### src/rtl/spi_adc_responder.sv
// SPI slave that returns a host-supplied 12-bit conversion value and latches a
// 16-bit command word. The channel address in the command applies to the next frame.
module spi_adc_responder #(
  parameter logic [2:0] RESET_CH = 3'd0,
  parameter int         SYNC     = 2
) (
  input  logic        clk,
  input  logic        reset,
  input  logic        sclk,
  input  logic        ss,
  input  logic        mosi,
  output logic        miso,
  input  logic [11:0] sample,
  output logic [2:0]  chan,
  output logic [15:0] cmd,
  output logic        done,
  output logic        busy
);

  localparam logic [2:0] S_IDLE  = 3'd0;
  localparam logic [2:0] S_LOAD  = 3'd1;
  localparam logic [2:0] S_SHIFT = 3'd2;
  localparam logic [2:0] S_DONE  = 3'd3;
  localparam logic [2:0] S_WAIT  = 3'd4;

  localparam int              WARM_W   = $clog2(SYNC + 2);
  localparam logic [WARM_W-1:0] WARM_MAX = WARM_W'(SYNC + 1);

  logic [SYNC-1:0]   sclk_sync_q, sclk_sync_d;
  logic [SYNC-1:0]   ss_sync_q, ss_sync_d;
  logic [SYNC-1:0]   mosi_sync_q, mosi_sync_d;
  logic              sclk_prev_q, sclk_prev_d;
  logic              ss_prev_q, ss_prev_d;
  logic [WARM_W-1:0] warm_q, warm_d;
  logic [2:0]        state_q, state_d;
  logic [15:0]       tx_q, tx_d;
  logic [15:0]       rx_q, rx_d;
  logic [4:0]        cnt_q, cnt_d;
  logic              miso_q, miso_d;
  logic [15:0]       cmd_q, cmd_d;
  logic [2:0]        chan_q, chan_d;
  logic              done_q, done_d;

  logic sclk_s, ss_s, mosi_s;
  logic sclk_rise, sclk_fall, ss_rise, ready;

  assign sclk_s    = sclk_sync_q[SYNC-1];
  assign ss_s      = ss_sync_q[SYNC-1];
  assign mosi_s    = mosi_sync_q[SYNC-1];
  assign sclk_rise = sclk_s & ~sclk_prev_q;
  assign sclk_fall = ~sclk_s & sclk_prev_q;
  assign ss_rise   = ss_s & ~ss_prev_q;
  // Synchronized ss and its delayed copy are only trusted once both hold real samples.
  assign ready     = (warm_q == WARM_MAX);

  // NOTE: every output of this block gets a default first, so no latch is inferred
  // on paths where a state does not assign a signal.
  always_comb begin
    sclk_sync_d = {sclk_sync_q[SYNC-2:0], sclk};
    ss_sync_d   = {ss_sync_q[SYNC-2:0], ss};
    mosi_sync_d = {mosi_sync_q[SYNC-2:0], mosi};
    sclk_prev_d = sclk_s;
    ss_prev_d   = ss_s;
    warm_d      = ready ? warm_q : warm_q + WARM_W'(1);
    state_d     = state_q;
    tx_d        = tx_q;
    rx_d        = rx_q;
    cnt_d       = cnt_q;
    miso_d      = miso_q;
    cmd_d       = cmd_q;
    chan_d      = chan_q;
    done_d      = 1'b0;

    case (state_q)
      S_IDLE: begin
        miso_d = 1'b0;
        if (ready) begin
          if (ss_rise) state_d = S_LOAD;
          // ss already high when reset released: sit out that frame.
          else if (ss_s) state_d = S_WAIT;
        end
      end
      S_LOAD: begin
        miso_d = 1'b0;
        if (!ss_s) begin
          state_d = S_IDLE;
        end else begin
          tx_d    = {4'b0000, sample};
          cnt_d   = 5'd0;
          state_d = S_SHIFT;
        end
      end
      S_SHIFT: begin
        // Abort takes priority so an sclk edge coincident with ss falling is dropped.
        if (!ss_s) begin
          state_d = S_IDLE;
          miso_d  = 1'b0;
        end else if (sclk_rise) begin
          miso_d = tx_q[15];
          tx_d   = {tx_q[14:0], 1'b0};
        end else if (sclk_fall) begin
          rx_d  = {rx_q[14:0], mosi_s};
          cnt_d = cnt_q + 5'd1;
          if (cnt_q == 5'd15) begin
            state_d = S_DONE;
            miso_d  = 1'b0;
          end
        end
      end
      S_DONE: begin
        miso_d  = 1'b0;
        cmd_d   = rx_q;
        chan_d  = rx_q[13:11];
        done_d  = 1'b1;
        state_d = ss_s ? S_WAIT : S_IDLE;
      end
      S_WAIT: begin
        miso_d = 1'b0;
        if (!ss_s) state_d = S_IDLE;
      end
      default: begin
        miso_d  = 1'b0;
        state_d = S_IDLE;
      end
    endcase
  end

  // NOTE: sequential state uses non-blocking assignments only, so every flop
  // samples the pre-edge value of every other flop.
  always_ff @(posedge clk or posedge reset) begin
    if (reset) begin
      sclk_sync_q <= '0;
      ss_sync_q   <= '0;
      mosi_sync_q <= '0;
      sclk_prev_q <= 1'b0;
      ss_prev_q   <= 1'b0;
      warm_q      <= '0;
      state_q     <= S_IDLE;
      tx_q        <= '0;
      rx_q        <= '0;
      cnt_q       <= '0;
      miso_q      <= 1'b0;
      cmd_q       <= '0;
      chan_q      <= RESET_CH;
      done_q      <= 1'b0;
    end else begin
      sclk_sync_q <= sclk_sync_d;
      ss_sync_q   <= ss_sync_d;
      mosi_sync_q <= mosi_sync_d;
      sclk_prev_q <= sclk_prev_d;
      ss_prev_q   <= ss_prev_d;
      warm_q      <= warm_d;
      state_q     <= state_d;
      tx_q        <= tx_d;
      rx_q        <= rx_d;
      cnt_q       <= cnt_d;
      miso_q      <= miso_d;
      cmd_q       <= cmd_d;
      chan_q      <= chan_d;
      done_q      <= done_d;
    end
  end

  assign miso = miso_q;
  assign chan = chan_q;
  assign cmd  = cmd_q;
  assign done = done_q;
  assign busy = ss_s;

endmodule

### config.mk
export PLATFORM = sky130hd
export DESIGN_NAME = spi_adc_responder
export DESIGN_NICKNAME = d
export VERILOG_FILES = /design/src/rtl/spi_adc_responder.sv
export SDC_FILE = /design/constraint.sdc
export NUM_CORES = 1
export LEC_CHECK = 0
export CORE_MARGIN = 4
export CORE_UTILIZATION = 40
export DETAILED_ROUTE_END_ITERATION = 10
export GPL_ROUTABILITY_DRIVEN = 1
export SLEW_MARGIN = 40
export SYNTH_ARGS = -nofsm -noshare
export SYNTH_HDL_FRONTEND = slang
export SYNTH_SLANG_ARGS = --single-unit
### constraint.sdc
create_clock -name clk -period 3.18 [get_ports clk]
set_input_delay 0.636 -clock clk [delete_from_list [all_inputs] [get_ports clk]]
set_output_delay 0.636 -clock clk [all_outputs]
set_load 0.05 [all_outputs]
==> metrics.log <==
[metrics] outcome: finished, final reports clean
[metrics] CTS sink cnt: roughly 70
[metrics] routed length per placed instance: ~14 um
[metrics] met3 wire length: between 150 and 200 um
[metrics] number of cells on the worst hold path: 0
[metrics] category of the worst setup path capture point: output pin
[metrics] depth of the worst register-to-register path: 3
[metrics] ranking of synthesized cells by area: dfrtp_1 (59%), mux2_2 (19%), mux2_4 (3.1%)
[metrics] delay of the slowest cell on the worst path: ~0.85 ns
[metrics] setup TNS after final layout: 0 ns
[metrics] Site Rows: 30
[metrics] pin count of the biggest net entering global routing: 26
[metrics] reg-to-reg critical path startpoint: state_q[1]$_DFFE_PP0P_
[metrics] full die area: 0.00866 mm2
[metrics] worst min-delay path endpoint: mosi_sync_q[1]$_DFF_PP0_
[metrics] area delta synth->final: 23.7%
[metrics] Port Buffers: 38
[metrics] part of the total power dissipated in sequential elements: 0.493
[metrics] class of the most critical hold timing path: reg -> reg
[metrics] final estimated routing congestion in global placement: ~0.79
[metrics] topmost layer with routed signal wires: met4
[metrics] Netlist cell types: 31
[metrics] crit-path max FO: 8
[metrics] Synth Register Bits: ~70
[metrics] Avg Cell Area, Syn: 14.5 um2
[metrics] I/O Pins: 39
[metrics] clock latency reported for the late side of the worst-skew pair: about 0.33 ns
[metrics] final max-slew violation count: 0
[metrics] Routed Antenna Nets: 0
[metrics] Slowest-stage cell, CP: clkdlybuf4s50_1
[metrics] Worst path top cell family by delay: buffers and inverters
[metrics] clock slew seen by the registers of the worst setup and hold paths: about 0.070 ns
[metrics] Hold Slack: 0.351 ns
[metrics] detailed placement HPWL: between 3000 and 4000 um
[metrics] x dimension of the die: 93.0 um
[metrics] cell area after synthesis: slightly below 0.003 mm2
[metrics] critical path startpoint category: flip-flop
[metrics] register-to-register setup slack: approximately 1.3 ns
[metrics] number of levels the H-tree was split into: 3
[metrics] CTS buffer count: 9
[metrics] sum of routed wire length over all layers: around 4600 um
[metrics] crit path DAT: 1.64 ns
[metrics] Diodes inserted: 0
[metrics] Synth area leader: dfrtp_1
[metrics] worst voltage drop across the vdd grid: about 0.0003 V
[metrics] met2 wire length: between 2000 and 2500 um
[metrics] flip-flop cell with the highest count after synthesis: dfrtp_1
[metrics] Setup CP Type: reg -> out
[metrics] synthesized instance count: a little under 200
[metrics] maximum count of clock buffers along a single path: 2
[metrics] post-synth top area share: 0.588
[metrics] share of post-route cells with drive strength above 1: 0.324
[metrics] Die Span Y: a little over 90 um
[metrics] number of enable flip-flop cells after synthesis: 0
[metrics] Comb pwr share: 0.102
[metrics] area used by multi-input combinational logic: 0.00107 mm2
[metrics] vias in the first global route: around 1700
[metrics] final count of hold timing violations: 0
[metrics] power spent charging and discharging nets: between 400 and 500 uW
[metrics] switching share of power: 0.221
[metrics] initial core utilization: 0.419
[metrics] synth cell count leaders: dfrtp_1 (68), mux2_2 (50), inv_1 (10)
[metrics] Power Density: just under 600 mW/mm2
[metrics] static leakage power: 0.00161 uW
[metrics] internal power consumption: about 1600 uW
[metrics] number of maximum-capacitance violations: 0
[metrics] clock tree from TritonCTS: built
[metrics] CP cell instances: clkdlybuf4s50_1
[metrics] part of the total power dissipated in the clock network: 0.406
[metrics] Yosys warning total: 0
[metrics] first drt pass iteration count: 4
[metrics] final count of negative-setup-slack endpoints: 0
[metrics] fillcell total: between 600 and 700
[metrics] area used by sequential logic in the layout: about 0.0017 mm2
[metrics] setup repair bufs after CTS: 0
[metrics] core area: between 0.006 and 0.007 mm2
[metrics] GR Util All Layers: 0.120
[metrics] number of antenna violations at the first check in global routing: 0
[metrics] Iteration-0 DRC Markers: 29
[metrics] post-route minimum period: about 2.3 ns
[metrics] Via density: a little under 5
[metrics] Final Total Pwr: 2070 uW
[metrics] Worst R2R End: tx_q[10]$_DFFE_PP0P_
[metrics] total overflow reported by the global router: 0
[metrics] share of flip-flops with an asynchronous set or reset: 1.00
[metrics] most frequent cell after synthesis: dfrtp_1
[metrics] Layout Skew: just over 0.009 ns
[metrics] vias post-DR: about 1700
[metrics] peak clock frequency supported by timing: around 440 MHz
[metrics] normalized max-slew margin: 0.584
[metrics] Hold Startpoint: mosi_sync_q[0]$_DFF_PP0_
[metrics] unrepaired setup endpoints after global routing: false
[metrics] hold buffer count at cts: 0
[metrics] sum of buffers and inverters on the critical path: 1
[metrics] Resized cells post-CTS: 0
[metrics] final net count: 262
[metrics] buffer cell driving the clock tree root: clkbuf_8
[metrics] final worst-path cycle share: 0.715
[metrics] drt drc: 0
[metrics] register area share after synthesis: 0.588
[metrics] first-pass GRT wire length: about 8100 um
[metrics] M1 wire length: ~2200 um
[metrics] measured slew at the worst slew-check pin: between 0.6 and 0.7 ns
[metrics] syn nets: between 200 and 250
[metrics] Req. time, crit path: between 2 and 3 ns
state kept, by name (all words and copies together), names as in the netlist:
| signal | flops |
|---|---|
| cmd | 16 |
| cnt_q | 5 |
| done | 1 |
| miso | 1 |
| mosi_sync_q | 2 |
| rx_q | 16 |
| sclk_prev_q | 1 |
| sclk_sync_q | 2 |
| ss_prev_q | 1 |
| ss_sync_q | 2 |
| state_q | 3 |
| tx_q | 16 |
| warm_q | 2 |
worst max-delay path by stage:
| stage | startpoint | end | slack (ns) | cells after the start |
|---|---|---|---|---|
| finish | ss_sync_q[1]$_DFF_PP0_ | busy | 0.91 | 1 |
| global route | ss_sync_q[1]$_DFF_PP0_ | busy | 0.84 | 1 |
| CTS | ss_sync_q[1]$_DFF_PP0_ | busy | 0.88 | 1 |
| detailed placement | ss_sync_q[1]$_DFF_PP0_ | busy | 1.25 | 1 |
| global placement | state_q[0]$_DFFE_PP0P_ | cmd[5]$_DFFE_PP0P_ | 1.28 | 2 |
| floorplan | reset | cmd[0]$_DFFE_PP0P_ | 0.83 | 1 |
cell families (layout without fill, tap and decap cells):
family,after synthesis,count (layout),synth area share
AO/OA/AOI/OAI,17,17,0.0415
multiplexers,63,63,0.250
adder cells (fa/ha/maj),3,3,0.0130
flip-flops,68,68,0.588
buffers and inverters,20,68,0.0437
XOR/XNOR,1,1,0.00303
AND/OR/NAND/NOR,27,27,0.0601
cells in the final DEF, fill, tap and decap left out, types with 4 or more instances in the layout:
master and count:
mux2_2 50, nand2_1 6, mux2_4 6, buf_4 4, clkdlybuf4s50_1 38, dfrtp_1 68
mux2i_1 6, clkbuf_8 9, inv_1 9, a21oi_1 5, nor2b_1 4, nand2b_1 5
metal layers:
metal	GRT usage	up-vias
met4	0.0659	0
li1	-	780
met3	0.0362	12
met2	0.170	34
met5	0	-
met1	0.162	828
final cells by class:
class / instances / share of cell area
flip-flops and latches: 68 / 0.475
multi-input cells: 111 / 0.299
repair buffers: 42 / 0.115
clock buffers: 10 / 0.0357
well taps: 96 / 0.0336
clock inverters: 6 / 0.0315
inverters: 10 / 0.0105
stage by stage:
step	std cells	instance area, um2	setup slack (ns)	util
2_1_floorplan	199	2890	0.832	-
3_3_place_gp	326	3330	1.28	0.482
3_5_place_dp	327	3340	1.25	0.484
4_1_cts	343	3580	0.879	0.518
5_1_grt	343	3580	0.838	0.518
6_report	343	3580	0.905	0.518
power by group through the flow:
| stage | clock network [uW] | registers [uW] | logic [uW] |
|---|---|---|---|
| after floorplan | 0 | 1020 | 177 |
| after global placement | 0 | 1040 | 212 |
| after detailed placement | 0 | 1040 | 215 |
| after CTS | 873 | 1020 | 217 |
| after global routing | 909 | 1040 | 233 |
| final | 841 | 1020 | 211 |
(Power assumes the default switching activity.)
